### config.mk
export PLATFORM = sky130hd
export DESIGN_NAME = gbus_wb_collector
export DESIGN_NICKNAME = d
export VERILOG_FILES = /design/src/rtl/gbus_pkg.sv /design/src/rtl/gbus_wb_fifo.sv /design/src/rtl/gbus_wb_collector.sv
export SDC_FILE = /design/constraint.sdc
export NUM_CORES = 1
export LEC_CHECK = 0
export ABC_AREA = 1
export BUFFER_PORTS_ARGS = -buffer_cell sky130_fd_sc_hd__clkbuf_2
export CELL_PAD_IN_SITES_DETAIL_PLACEMENT = 1
export CELL_PAD_IN_SITES_GLOBAL_PLACEMENT = 1
export CORE_MARGIN = 2
export CORE_UTILIZATION = 30
export CTS_BUF_LIST = sky130_fd_sc_hd__clkbuf_2
export DETAILED_ROUTE_END_ITERATION = 16
export PLACE_DENSITY_LB_ADDON = 0.1
export SLEW_MARGIN = 20
export SYNTH_ARGS = -nofsm -noshare
export SYNTH_HDL_FRONTEND = slang
export SYNTH_SLANG_ARGS = --single-unit
### constraint.sdc
create_clock -name clk -period 10.1 [get_ports clk]
set_clock_uncertainty 0.1 [all_clocks]
set_input_delay 0.505 -clock clk [delete_from_list [all_inputs] [get_ports clk]]
set_output_delay 0.505 -clock clk [all_outputs]
set_load 0.02 [all_outputs]
### src/rtl/gbus_pkg.sv
// Shared widths, defaults and state encoding for the write-back collector.
package gbus_pkg;

  localparam int GBUS_MAC_MULT_NUM   = 16;
  localparam int GBUS_IDATA_WIDTH    = 8;
  localparam int GBUS_ADDR_WIDTH_DEF = 19;
  localparam int GBUS_FIFO_DEPTH     = 8;
  localparam int GBUS_CNT_WIDTH      = 16;

  typedef enum logic [1:0] {
    ST_IDLE    = 2'd0,
    ST_COLLECT = 2'd1,
    ST_DRAIN   = 2'd2,
    ST_DONE    = 2'd3
  } gbus_state_e;

endpackage

### src/rtl/gbus_wb_fifo.sv
// First-word-fall-through buffer between the core write-back port and the SRAM.
// A push into a full FIFO is still accepted when the head pops in the same cycle.
module gbus_wb_fifo #(
  parameter int WIDTH = 8,
  parameter int DEPTH = 8
) (
  input  logic             clk,
  input  logic             rst,
  input  logic             push,
  input  logic [WIDTH-1:0] din,
  input  logic             pop,
  output logic [WIDTH-1:0] dout,
  output logic             full,
  output logic             empty
);

  localparam int AW = $clog2(DEPTH);

  logic [AW:0]      wptr_q, wptr_d;
  logic [AW:0]      rptr_q, rptr_d;
  logic [WIDTH-1:0] mem_q [DEPTH];
  logic             push_ok;
  logic             pop_ok;

  assign empty   = (wptr_q == rptr_q);
  assign full    = (wptr_q[AW] != rptr_q[AW]) && (wptr_q[AW-1:0] == rptr_q[AW-1:0]);
  assign pop_ok  = pop && !empty;
  assign push_ok = push && (!full || pop_ok);
  assign dout    = mem_q[rptr_q[AW-1:0]];

  // Pointer advance; the extra MSB distinguishes full from empty.
  always_comb begin
    wptr_d = wptr_q + {{AW{1'b0}}, push_ok};
    rptr_d = rptr_q + {{AW{1'b0}}, pop_ok};
  end

  // Pointer registers; reset empties the buffer at once.
  always_ff @(posedge clk or posedge rst) begin
    if (rst) begin
      wptr_q <= '0;
      rptr_q <= '0;
    end else begin
      wptr_q <= wptr_d;
      rptr_q <= rptr_d;
    end
  end

  // Storage; contents are don't-care while the pointers say empty.
  always_ff @(posedge clk) begin
    if (push_ok) mem_q[wptr_q[AW-1:0]] <= din;
  end

endmodule

### src/rtl/gbus_wb_collector.sv
// Collects a configured number of core write-back beats and streams them to
// the global SRAM through a valid/ready port, tracking run status flags.
//
// state   | meaning
// IDLE    | no run armed since reset
// COLLECT | accepting beats until the expected count is reached
// DRAIN   | all beats received, emptying the buffer to SRAM
// DONE    | run complete and buffer empty; waits for the next cfg_vld
module gbus_wb_collector
  import gbus_pkg::*;
#(
  parameter int MAC_MULT_NUM    = GBUS_MAC_MULT_NUM,
  parameter int IDATA_WIDTH     = GBUS_IDATA_WIDTH,
  parameter int GBUS_DATA_WIDTH = MAC_MULT_NUM * IDATA_WIDTH,
  parameter int GBUS_ADDR_WIDTH = GBUS_ADDR_WIDTH_DEF,
  parameter int FIFO_DEPTH      = GBUS_FIFO_DEPTH,
  parameter int CNT_WIDTH       = GBUS_CNT_WIDTH
) (
  input  logic                       clk,
  input  logic                       rst,
  input  logic [GBUS_ADDR_WIDTH-1:0] in_gbus_addr,
  input  logic                       in_gbus_wen,
  input  logic [GBUS_DATA_WIDTH-1:0] in_gbus_wdata,
  input  logic                       cfg_vld,
  input  logic [CNT_WIDTH-1:0]       cfg_exp_cnt,
  output logic                       sram_wen,
  output logic [GBUS_ADDR_WIDTH-1:0] sram_waddr,
  output logic [GBUS_DATA_WIDTH-1:0] sram_wdata,
  input  logic                       sram_wready,
  output logic                       done,
  output logic [CNT_WIDTH-1:0]       rx_cnt,
  output logic                       overflow,
  output logic                       stray,
  output logic                       cfg_err
);

  localparam int EW = GBUS_ADDR_WIDTH + GBUS_DATA_WIDTH;

  gbus_state_e          state_q, state_d;
  logic [CNT_WIDTH-1:0] exp_q, exp_d;
  logic [CNT_WIDTH-1:0] rx_q, rx_d;
  logic [CNT_WIDTH-1:0] rx_inc;
  logic                 ovf_q, ovf_d;
  logic                 stray_q, stray_d;
  logic                 cerr_q, cerr_d;

  logic                 fifo_push;
  logic                 fifo_full;
  logic                 fifo_empty;
  logic [EW-1:0]        fifo_head;

  assign fifo_push = (state_q == ST_COLLECT) && in_gbus_wen;

  gbus_wb_fifo #(
    .WIDTH (EW),
    .DEPTH (FIFO_DEPTH)
  ) u_fifo (
    .clk   (clk),
    .rst   (rst),
    .push  (fifo_push),
    .din   ({in_gbus_addr, in_gbus_wdata}),
    .pop   (sram_wready),
    .dout  (fifo_head),
    .full  (fifo_full),
    .empty (fifo_empty)
  );

  // Head is gated so the SRAM port reads zero whenever nothing is offered.
  assign sram_wen   = !fifo_empty;
  assign sram_waddr = fifo_empty ? '0 : fifo_head[EW-1:GBUS_DATA_WIDTH];
  assign sram_wdata = fifo_empty ? '0 : fifo_head[GBUS_DATA_WIDTH-1:0];

  assign done     = (state_q == ST_DONE);
  assign rx_cnt   = rx_q;
  assign overflow = ovf_q;
  assign stray    = stray_q;
  assign cfg_err  = cerr_q;

  // Saturating beat counter so a stuck run never wraps back to zero.
  assign rx_inc = (rx_q == {CNT_WIDTH{1'b1}}) ? rx_q : rx_q + {{(CNT_WIDTH-1){1'b0}}, 1'b1};

  // Next-state, counters and sticky flags.
  always_comb begin
    state_d = state_q;
    exp_d   = exp_q;
    rx_d    = rx_q;
    ovf_d   = ovf_q;
    stray_d = stray_q;
    cerr_d  = cerr_q;
    unique case (state_q)
      ST_IDLE, ST_DONE: begin
        if (cfg_vld) begin
          exp_d   = cfg_exp_cnt;
          rx_d    = '0;
          ovf_d   = 1'b0;
          stray_d = 1'b0;
          cerr_d  = 1'b0;
          state_d = (cfg_exp_cnt == '0) ? ST_DONE : ST_COLLECT;
        end
        // A beat alongside the arming pulse still lands as stray.
        if (in_gbus_wen) stray_d = 1'b1;
      end
      ST_COLLECT: begin
        if (cfg_vld) cerr_d = 1'b1;
        if (in_gbus_wen) begin
          rx_d = rx_inc;
          if (fifo_full && !sram_wready) ovf_d = 1'b1;
          if (rx_inc == exp_q) state_d = ST_DRAIN;
        end
      end
      ST_DRAIN: begin
        if (cfg_vld) cerr_d = 1'b1;
        if (in_gbus_wen) stray_d = 1'b1;
        if (fifo_empty) state_d = ST_DONE;
      end
      default: state_d = ST_IDLE;
    endcase
  end

  // State and status registers.
  always_ff @(posedge clk or posedge rst) begin
    if (rst) begin
      state_q <= ST_IDLE;
      exp_q   <= '0;
      rx_q    <= '0;
      ovf_q   <= 1'b0;
      stray_q <= 1'b0;
      cerr_q  <= 1'b0;
    end else begin
      state_q <= state_d;
      exp_q   <= exp_d;
      rx_q    <= rx_d;
      ovf_q   <= ovf_d;
      stray_q <= stray_d;
      cerr_q  <= cerr_d;
    end
  end

endmodule

# ---- After elaboration in Yosys (flattened, before gate mapping)
# Memory sizes are Yosys's and may differ from the RTL's.
# Cells that the tools add are included.
dict set report op_classes {
  n_mux 23
  n_addsub 3
  reduce_logical 21
  eq_ne 16
}
# cell count
set op_table {}
lappend op_table {{128-bit 2-to-1 mux} 1}
lappend op_table {{16-bit 2-to-1 mux} 3}
lappend op_table {{16-bit one-hot mux with 2 select lines} 1}
lappend op_table {{19-bit 2-to-1 mux} 1}
lappend op_table {{16-bit by 1-bit adder with 16-bit output (second input constant)} 1}
lappend op_table {{16-bit equality test} 1}
lappend op_table {{16-bit equality test (second input constant)} 1}
lappend op_table {{16-bit logical NOT} 1}
lappend op_table {{2-bit 2-to-1 mux} 5}
lappend op_table {{4-bit by 1-bit adder with 4-bit output} 2}
lappend op_table {{1-bit 2-to-1 mux} 8}
lappend op_table {{2-bit != test (second input constant)} 4}
lappend op_table {{4-bit AND reduction} 2}
lappend op_table {{2-bit by 1-bit != test with 1-bit output (second input constant)} 3}
lappend op_table {{1-bit one-hot mux with 2 select lines} 3}
lappend op_table {{2-bit one-hot mux with 3 select lines} 1}
lappend op_table {{3-bit AND reduction} 2}
lappend op_table {{1-bit logical AND} 5}
lappend op_table {{2-bit equality test (second input constant)} 2}
lappend op_table {{4-bit equality test} 1}
lappend op_table {{2-bit AND reduction} 2}
lappend op_table {{2-bit nonzero test} 2}
lappend op_table {{2-bit OR reduction} 2}
lappend op_table {{3-bit equality test} 1}
lappend op_table {{other kinds (6)} 8}
dict set report word_totals {
  n_memories 1
  reg_bits 45
  input_bits 168
  ram_bits 1176
  elab_cells 72
  output_inout_bits 168
}
# name depth word_bits rd rd_ports_with_merged_regs write_ports line_no
set memory_table {}
lappend memory_table {u_fifo.mem_q 8 147 1 0 1 gbus_wb_fifo.sv:21} ;# logic [WIDTH-1:0] mem_q [DEPTH];

# ---- Depth between registers and ports, before layout
# Gate-level depths: netlist (run 1).
dict set report depth {
  ltp_word 7
  depth_mapped 18
  mapped_depth_nobuf 17
}

# ---- Modules after synthesis
# From an unflattened synthesis (run 1), not the netlist that was laid out.
dict set report unflattened {
  hier_cells 4045
  hier_area_um2 49074.6
}
# module area_per_inst_um2 seq_area_each_um2 cells_each n_inst
set by_module_without_submodules {}
lappend by_module_without_submodules {gbus_wb_fifo 45476.1 35514.1 3376 1}
lappend by_module_without_submodules {gbus_wb_collector 3598.5 925.9 669 1}

# ---- Worst setup path after synthesis (run 1)
# No wires, ideal clock.
dict set report synth_path {
  kind {register -> register}
  startpoint {register u_fifo.rptr_q[1]}
  endpoint {memory u_fifo.mem_q[0][0] (netlist name) (enable)}
  synth_period_minus_slack_ps 7984
  path_buffers 1
  required_time_ps 9345
  setup_slack_ps 2116
  path_stages_with_launch 9
  t_arrival_ps 7228
  setup_time_ps 655
  cell_sequence {dfrtp_1 > buf_2 > inv_2 > nand2_1 > nand4_1 > o21ai_0 > nor2_1 > nand2_1 > nor2_1}
}
dict set report synth_between {
  elab_chain_len 7
  elab_cells_between_ends 10
  cone_classes {eq/ne (2); mux (2); reduce/logical (6)}
}
# element line_no
set synth_rtl {}
lappend synth_rtl {{start: declaration} gbus_wb_fifo.sv:20} ;# logic [AW:0] rptr_q, rptr_d;
lappend synth_rtl {{start signal: assignment} gbus_wb_fifo.sv:44} ;# rptr_q <= rptr_d;
lappend synth_rtl {{4-bit equality test or 3-bit equality test (tied branches)} {gbus_wb_fifo.sv:25, gbus_wb_fifo.sv:26}}
lappend synth_rtl {{1-bit logical NOT or 1-bit logical AND (tied branches)} {gbus_wb_fifo.sv:27, gbus_wb_fifo.sv:26}}
lappend synth_rtl {{1-bit logical AND or 1-bit logical NOT (tied branches)} {gbus_wb_fifo.sv:27, gbus_wb_fifo.sv:28}}
lappend synth_rtl {{1-bit logical OR (*)} gbus_wb_fifo.sv:28} ;# assign push_ok = push && (!full || pop_ok);
lappend synth_rtl {{1-bit logical AND (*)} gbus_wb_fifo.sv:28}
lappend synth_rtl {{1-bit 2-to-1 mux (*)} gbus_wb_fifo.sv:50} ;# if (push_ok) mem_q[wptr_q[AW-1:0]] <= din;
lappend synth_rtl {{1-bit 2-to-1 mux (implied by the code) (*)} gbus_wb_fifo.sv:50}
lappend synth_rtl {{end: declaration} gbus_wb_fifo.sv:21}
# Mark *: on every way between the ends. The rest lies on a longest branch, timed or not.

# ---- Worst setup path after layout (run 1)
dict set report layout_path {
  startpoint {register u_fifo.rptr_q[0]}
  endpoint {output sram_wdata[39]}
}
dict set report layout_between {
  elab_chain_len 2
  elab_cells_between_ends 3
  cone_classes {eq/ne (1); mux (1); memory (1)}
}
# element line_no
set layout_rtl {}
lappend layout_rtl {{memory 8 x 147 bit or 4-bit equality test (tied branches)} -}
lappend layout_rtl {{128-bit 2-to-1 mux (*)} gbus_wb_collector.sv:71} ;# assign sram_wdata = fifo_empty ? '0 : fifo_head[GBUS_DATA_WIDTH-1:0];
lappend layout_rtl {{end: declaration} gbus_wb_collector.sv:28} ;# output logic [GBUS_DATA_WIDTH-1:0] sram_wdata,
# Marks and branches as above.

==> out/metrics.csv, run 1 <==
stage;metric;value;unit
outcome;status;finished, final reports clean;
critical_path;slowest_stage;dfrtp_4;
pwr;seqPwrFrac;37.9;%
clocking;hold_buffers;450;
floorplan;die_x;404;µm
critical_path;path_delay_family;buffers and inverters;
global_routing;grt_max_degree;192;
clocking;cts_max_level;5;
critical_path;worstPathArrival;6.69;ns
synthesis;yosys.area.top_type;edfxtp_1;
clocking;cts_max_path_buffers;4;
layout;final_layout_size_suffix_gt1_share;19.1;%
placed_design;placedCellCount;5934;
synthesis;syn_inst;3735;
placed_design;dp_slack;4.44;ns
clocking;cts_setup_buffers;0;
pwr;clockPowerShare;21.1;%
floorplan;ios;336;
synthesis;syn_avg_cell_area;12.8;µm²
detailed_routing;wl_per_cell;21.3;µm
synthesis;yosys.cell_types.count;31;
detailed_routing;wl_met1;68100;µm
synthesis;ys.flop_type;edfxtp_1;
synthesis;ys_seq_area_share;76.0;%
detailed_routing;vias_per_cell;4.85;
critical_path;crit_path_start_kind;register;
layout;nets;4846;
timing;tightest_slew;1.08;ns
pwr;peakVddDrop;0.000211;V
placed_design;io_buffer_count;335;
layout;finish.utilization;37.3;%
layout;fillers;17300;
timing;rsz0062_at_grt;false;
detailed_routing;highest-signal-layer;met5;
floorplan;fp.dieH;404;µm
detailed_routing;vias;33800;
clocking;insertion_delay;1.58;ns
clocking;root_buffer;clkbuf_2;
floorplan;coreArea;159000;µm²
synthesis;synthTopCellsByArea;edfxtp_1 (74%), o21ai_0 (7.8%), nor2_1 (7.2%);
critical_path;crit_chain;buf_4, buf_4, buf_12, o21ai_0, o22ai_1, o21ai_0, a31oi_1, clkbuf_2;
pwr;p_leak;20.8;nW
critical_path;critPathKind;reg2out;
timing;clock.fmax;137;MHz
worst_hold_path;min_path_type;in2reg;
floorplan;initial_core_util;30.2;%
detailed_routing;drc;0;
global_routing;grt_overflow;0;
pwr;p_comb_share;41.0;%
clocking;cts_buffers;355;
placed_design;dpl.hpwl;73900;µm
synthesis;syn_area;47900;µm²
detailed_routing;drtAntennaViolNets;0;
timing;finalCriticalPeriod;7.29;ns
global_routing;grt_pass1_vias;36300;
placed_design;place_congestion;0.737;
timing;hold_viol;0;
clocking;cts_tree;built;
floorplan;fp-row-count;146;
critical_path;worstPathRequired;9.50;ns
floorplan;die_area;163000;µm²
clocking;cts_resized;0;
pwr;p_int;9.22;mW
clocking;clkTransAtPathRegs;0.10;ns
critical_path;worstPathMaxFanout;191;
synthesis;ys_warn_count;0;
pwr;switching_share;43.6;%
clocking;cts.sinks;1221;
detailed_routing;wl_met2;71300;µm
critical_path;slowest_delay;1.07;ns
synthesis;ys_ff_latch;1221;
detailed_routing;firstDrtPassIters;5;
synthesis;synthArstFlopShare;3.69;%
global_routing;grt_pass1_wl;223000;µm
layout;final_cells;6969;
detailed_routing;finalWirelength;148000;µm
timing;fin_setup_tns;0;ns
critical_path;r2r_setup_slack;4.85;ns
pwr;power_density;277;nW/µm²
critical_path;endpoint_kind;output port;
layout;area_growth;23.3;%
timing;finalSetupViolCount;0;
synthesis;syn_nets;3912;
timing;slew_violations;0;
detailed_routing;dr.first_iter.drc_count;1684;
timing;fin_ws;2.81;ns
timing;finalCritPeriodShare;72.2;%
job;cap_viol_max_count;0;
synthesis;synth-edff-count;1176;
synthesis;yosys.area.top_type_share;73.7;%
critical_path;cp.buffers_inverters;4;
global_routing;grt_usage;18.0;%
timing;max-slew-margin-rel;28.3;%
pwr;p_sw;7.14;mW
global_routing;antenna_found_initial;13;
detailed_routing;met3_length;5410;µm
path summary, 6_finish.rpt:
kind / start / to / depth (start not counted)
max: u_fifo.rptr_q[0] / sram_wdata[39] / 8
min: in_gbus_wdata[106] / u_fifo.mem_q[0][106] / 3
max reg2reg: u_fifo.rptr_q[1] / u_fifo.mem_q[6][101] / 9
min reg2reg: u_fifo.wptr_q[3] / u_fifo.wptr_q[3] / 1
max in group asynchronous: rst / u_fifo.rptr_q[1] / 6
min in group asynchronous: rst / rx_cnt[4] / 6
routing by layer:
metal	track usage (%)	vias to the layer above
met4	6.36	12
met5	0	-
li1	-	15800
met3	3.45	295
met2	30.0	640
met1	23.3	17100
cell type report:
cell class	count	area, µm²	area share (%)
sequential	1221	36400	61.7
antenna	8	20.0	0.0339
clock inverter	65	277	0.468
clock buffer	512	2560	4.34
tap	2072	2590	4.39
multi-input combinational	2198	10300	17.4
timing repair buffer	830	6600	11.2
inverter	63	265	0.449
registers in the layout, indices dropped and copies added, names as in the netlist:
name,count
u_fifo.mem_q,1176
u_fifo.wptr_q,4
exp_q,16
overflow,1
stray,1
state_q,2
rx_cnt,16
cfg_err,1
u_fifo.rptr_q,4
kinds of logic (layout without fill, tap and decap cells):
kind of cell,Yosys count,after routing,synth area share (%)
fa+ha+maj,9,9,0.235
buf+inv,316,1470,2.60
flops,1221,1221,76.0
compound gates,1074,1074,12.0
xor+xnor,9,9,0.164
other cells,0,8,0
simple gates,1106,1106,8.95
Yosys cell counts (4+ instances only):
master / number
xnor2_1: 5
nor2_1: 917
buf_2: 35
nand3_1: 45
xor2_1: 4
buf_1: 25
nand2_1: 124
a31oi_1: 147
o22ai_1: 152
edfxtp_1: 1176
o21ai_1: 25
inv_2: 4
dfrtp_1: 45
nand4_1: 7
ha_1: 9
o21ai_0: 746
inv_1: 58
clkbuf_1: 191
layout by cell type, fill, tap and decap left out, types with 25 or more instances in the layout:
master | netlist | final
edfxtp_1 | 1176 | 1176
nor2_1 | 917 | 909
clkbuf_2 | 0 | 847
o21ai_0 | 746 | 746
dlygate4sd3_1 | 0 | 450
o22ai_1 | 152 | 152
a31oi_1 | 147 | 147
nand2_1 | 124 | 124
inv_1 | 58 | 56
clkinv_1 | 0 | 51
nand3_1 | 45 | 45
dfrtp_1 | 45 | 43
buf_4 | 0 | 37
o21ai_1 | 25 | 25
stage by stage:
stage / hold slack (ns) / area, µm² / power, mW
floorplan: 0.364 / 47900 / 10.4
global placement: 0.376 / 51700 / 13.0
detailed placement: 0.390 / 51700 / 13.0
CTS: 0.000306 / 59000 / 16.8
global route: 0.0540 / 59100 / 17.6
finish: 0.284 / 59100 / 16.4
tightest hold or removal path, stage by stage:
cell and delay (ns):
dlygate4sd3_1 0.52, clkbuf_2 0.10, dlygate4sd3_1 0.69
power by group through the flow:
stage	clock network (mW)	registers (mW)	logic (mW)
6_report	3.45	6.20	6.70
5_1_grt	3.87	6.24	7.44
4_1_cts	3.65	6.20	6.92
3_5_place_dp	0	6.32	6.70
3_3_place_gp	0	6.31	6.69
2_1_floorplan	0	6.28	4.11
Note: power is estimated with default switching activity, not from simulation.
==> run 2: changes to the inputs <==
- clock period: 10.1 -> 7 ns (I/O delays scaled with it)
==> out/metrics.csv, run 2 (synthesis results as in run 1) <==
stage;metric;value;unit;change
outcome;status;finished, final reports clean;;unchanged
layout;finish.utilization;37.9;%;was 37.3%
timing;rsz0062_at_grt;false;;unchanged
critical_path;crit_path_start_kind;register;;unchanged
pwr;power_density;397;nW/µm²;was 277 nW/µm²
clocking;root_buffer;clkbuf_2;;unchanged
detailed_routing;drtAntennaViolNets;0;;unchanged
floorplan;die_area;163000;µm²;unchanged
worst_hold_path;min_to;state_q[1];;was u_fifo.mem_q[0][106]
worst_hold_path;holdPathStages;8;;was 3
layout;fin_area;60000;µm²;was 59100 µm²
detailed_routing;firstDrtPassIters;5;;unchanged
clocking;cts_max_path_buffers;4;;unchanged
critical_path;worstPathMaxFanout;126;;was 191
placed_design;io_buffer_count;335;;unchanged
detailed_routing;drc;0;;unchanged
clocking;clkTransAtPathRegs;0.11;ns;was 0.10 ns
layout;layout_commonest_cell;edfxtp_1;;unchanged
floorplan;initial_core_util;30.2;%;unchanged
critical_path;worstPathRequired;6.55;ns;was 9.50 ns
detailed_routing;vias;33900;;was 33800
detailed_routing;wl_per_cell;21.3;µm;about the same
timing;tightest_slew;1.05;ns;was 1.08 ns
timing;finalCritPeriodShare;77.0;%;
floorplan;fp.dieH;404;µm;unchanged
clocking;cts_resized;0;;unchanged
global_routing;grt_usage;18.2;%;was 18.0%
global_routing;antenna_found_initial;3;;was 13
layout;nets;4905;;was 4846
clocking;cts_buffers;354;;was 355
critical_path;r2r_setup_slack;3.00;ns;was 4.85 ns
worst_hold_path;hp-start;cfg_exp_cnt[7];;was in_gbus_wdata[106]
timing;slew_violations;0;;unchanged
critical_path;timing.rr.end;u_fifo.mem_q[6][100];;was u_fifo.mem_q[6][101]
floorplan;ios;336;;unchanged
critical_path;reg2regPathDepth;8;;was 9
worst_hold_path;min_path_type;in2reg;;unchanged
layout;area_growth;25.3;%;was 23.3%
layout;final_layout_size_suffix_gt1_share;18.8;%;was 19.1%
global_routing;grt_pass1_vias;35900;;was 36300
placed_design;dpl.hpwl;74600;µm;was 73900 µm
clocking;insertion_delay;1.57;ns;was 1.58 ns
detailed_routing;vias_per_cell;4.80;;was 4.85
global_routing;grt_max_degree;194;;was 192
timing;clock.fmax;185;MHz;
detailed_routing;finalWirelength;150000;µm;was 148000 µm
job;cap_viol_max_count;0;;unchanged
critical_path;critPathKind;reg2out;;unchanged
floorplan;fp-row-count;146;;unchanged
clocking;cts_tree;built;;unchanged
pwr;peakVddDrop;0.000373;V;was 0.000211 V
critical_path;worstPathArrival;4.94;ns;was 6.69 ns
clocking;cts.sinks;1221;;unchanged
placed_design;post_dp_cell_area;51900;µm²;was 51700 µm²
pwr;p_leak;21.1;nW;was 20.8 nW
global_routing;grt_overflow;0;;unchanged
detailed_routing;dr.first_iter.drc_count;1646;;was 1684
clocking;cts_max_level;5;;unchanged
floorplan;coreArea;159000;µm²;unchanged
critical_path;endpoint_kind;output port;;unchanged
floorplan;die_x;404;µm;unchanged
placed_design;place_congestion;0.754;;was 0.737
timing;max-slew-margin-rel;30.2;%;was 28.3%
layout;mostFrequentLayoutCells;edfxtp_1 (1176), nor2_1 (909), clkbuf_2 (854);;was edfxtp_1 (1176), nor2_1 (909), clkbuf_2 (847)
timing;finalCriticalPeriod;5.39;ns;
timing;hold_viol;0;;unchanged
layout;largest_register_ffs;1176;;unchanged
timing;finalSetupViolCount;0;;unchanged
global_routing;grt_pass1_wl;225000;µm;was 223000 µm
critical_path;r2r-start;state_q[1];;was u_fifo.rptr_q[1]
run 2: worst max-delay path by stage:
| stage | slack (ns) | to | depth (start not counted) | start |
|---|---|---|---|---|
| after CTS | 1.20 | sram_wdata[83] | 7 | u_fifo.rptr_q[0] |
| after detailed placement | 2.96 | u_fifo.mem_q[6][99] | 8 | state_q[1] |
| after global routing | 1.06 | sram_wdata[90] | 7 | u_fifo.rptr_q[0] |
| after floorplan | -0.98 | u_fifo.mem_q[0][0] | 8 | u_fifo.rptr_q[1] |
| final | 1.61 | sram_wdata[88] | 7 | u_fifo.rptr_q[0] |
| after global placement | 2.94 | u_fifo.mem_q[4][104] | 7 | state_q[1] |
run 2: cell type report:
cell class | instances | area [µm²]
clock buffer | 519 | 2600
timing repair buffer | 890 | 7410
inverter | 63 | 265
sequential | 1221 | 36400
antenna | 9 | 22.5
fill | 17200 | 98500
multi-input combinational | 2198 | 10300
tap | 2072 | 2590
clock inverter | 84 | 385
run 2: report_power, final:
part / internal (mW) / total (mW) / switching (mW)
Clock: 2.03 / 5.10 / 3.07
Sequential: 8.63 / 8.89 / 0.261
Combinational: 2.79 / 9.85 / 7.06
run 2: timing repair:
action,CTS,global route
hold endpoints to repair,2402,0
buffers inserted,0,0
setup endpoints to repair,0,0
hold buffers,515,0
run 2: critical path, cell delays in order (launching register included):
cell and delay, ns:
dfrtp_4 0.75, inv_8 0.60, buf_4 0.78, o21ai_0 0.17, o22ai_1 0.17, o21ai_0 0.09
a31oi_1 0.37, clkbuf_2 0.25
run 2: routing by layer:
layer | up-vias | wire [µm] | global-route usage [%]
met5 | - | 13 | 0
met4 | 2 | 3190 | 5.88
met3 | 249 | 6190 | 3.71
met2 | 661 | 71700 | 29.9
met1 | 17100 | 68900 | 24.0
li1 | 15900 | - | -
run 2: per-stage QoR:
| step | power (mW) | setup slack [ns] | TNS, ns | hold WS, ns | cells |
|---|---|---|---|---|---|
| 2_1_floorplan | 15.0 | -0.984 | -1156.91 | 0.349 | 3735 |
| 3_3_place_gp | 18.8 | 2.94 | 0 | 0.378 | 5927 |
| 3_5_place_dp | 18.8 | 2.96 | 0 | 0.383 | 5929 |
| 4_1_cts | 24.4 | 1.20 | 0 | 0.000548 | 7047 |
| 5_1_grt | 25.6 | 1.06 | 0 | 0.0105 | 7054 |
| 6_report | 23.8 | 1.61 | 0 | 0.325 | 7056 |
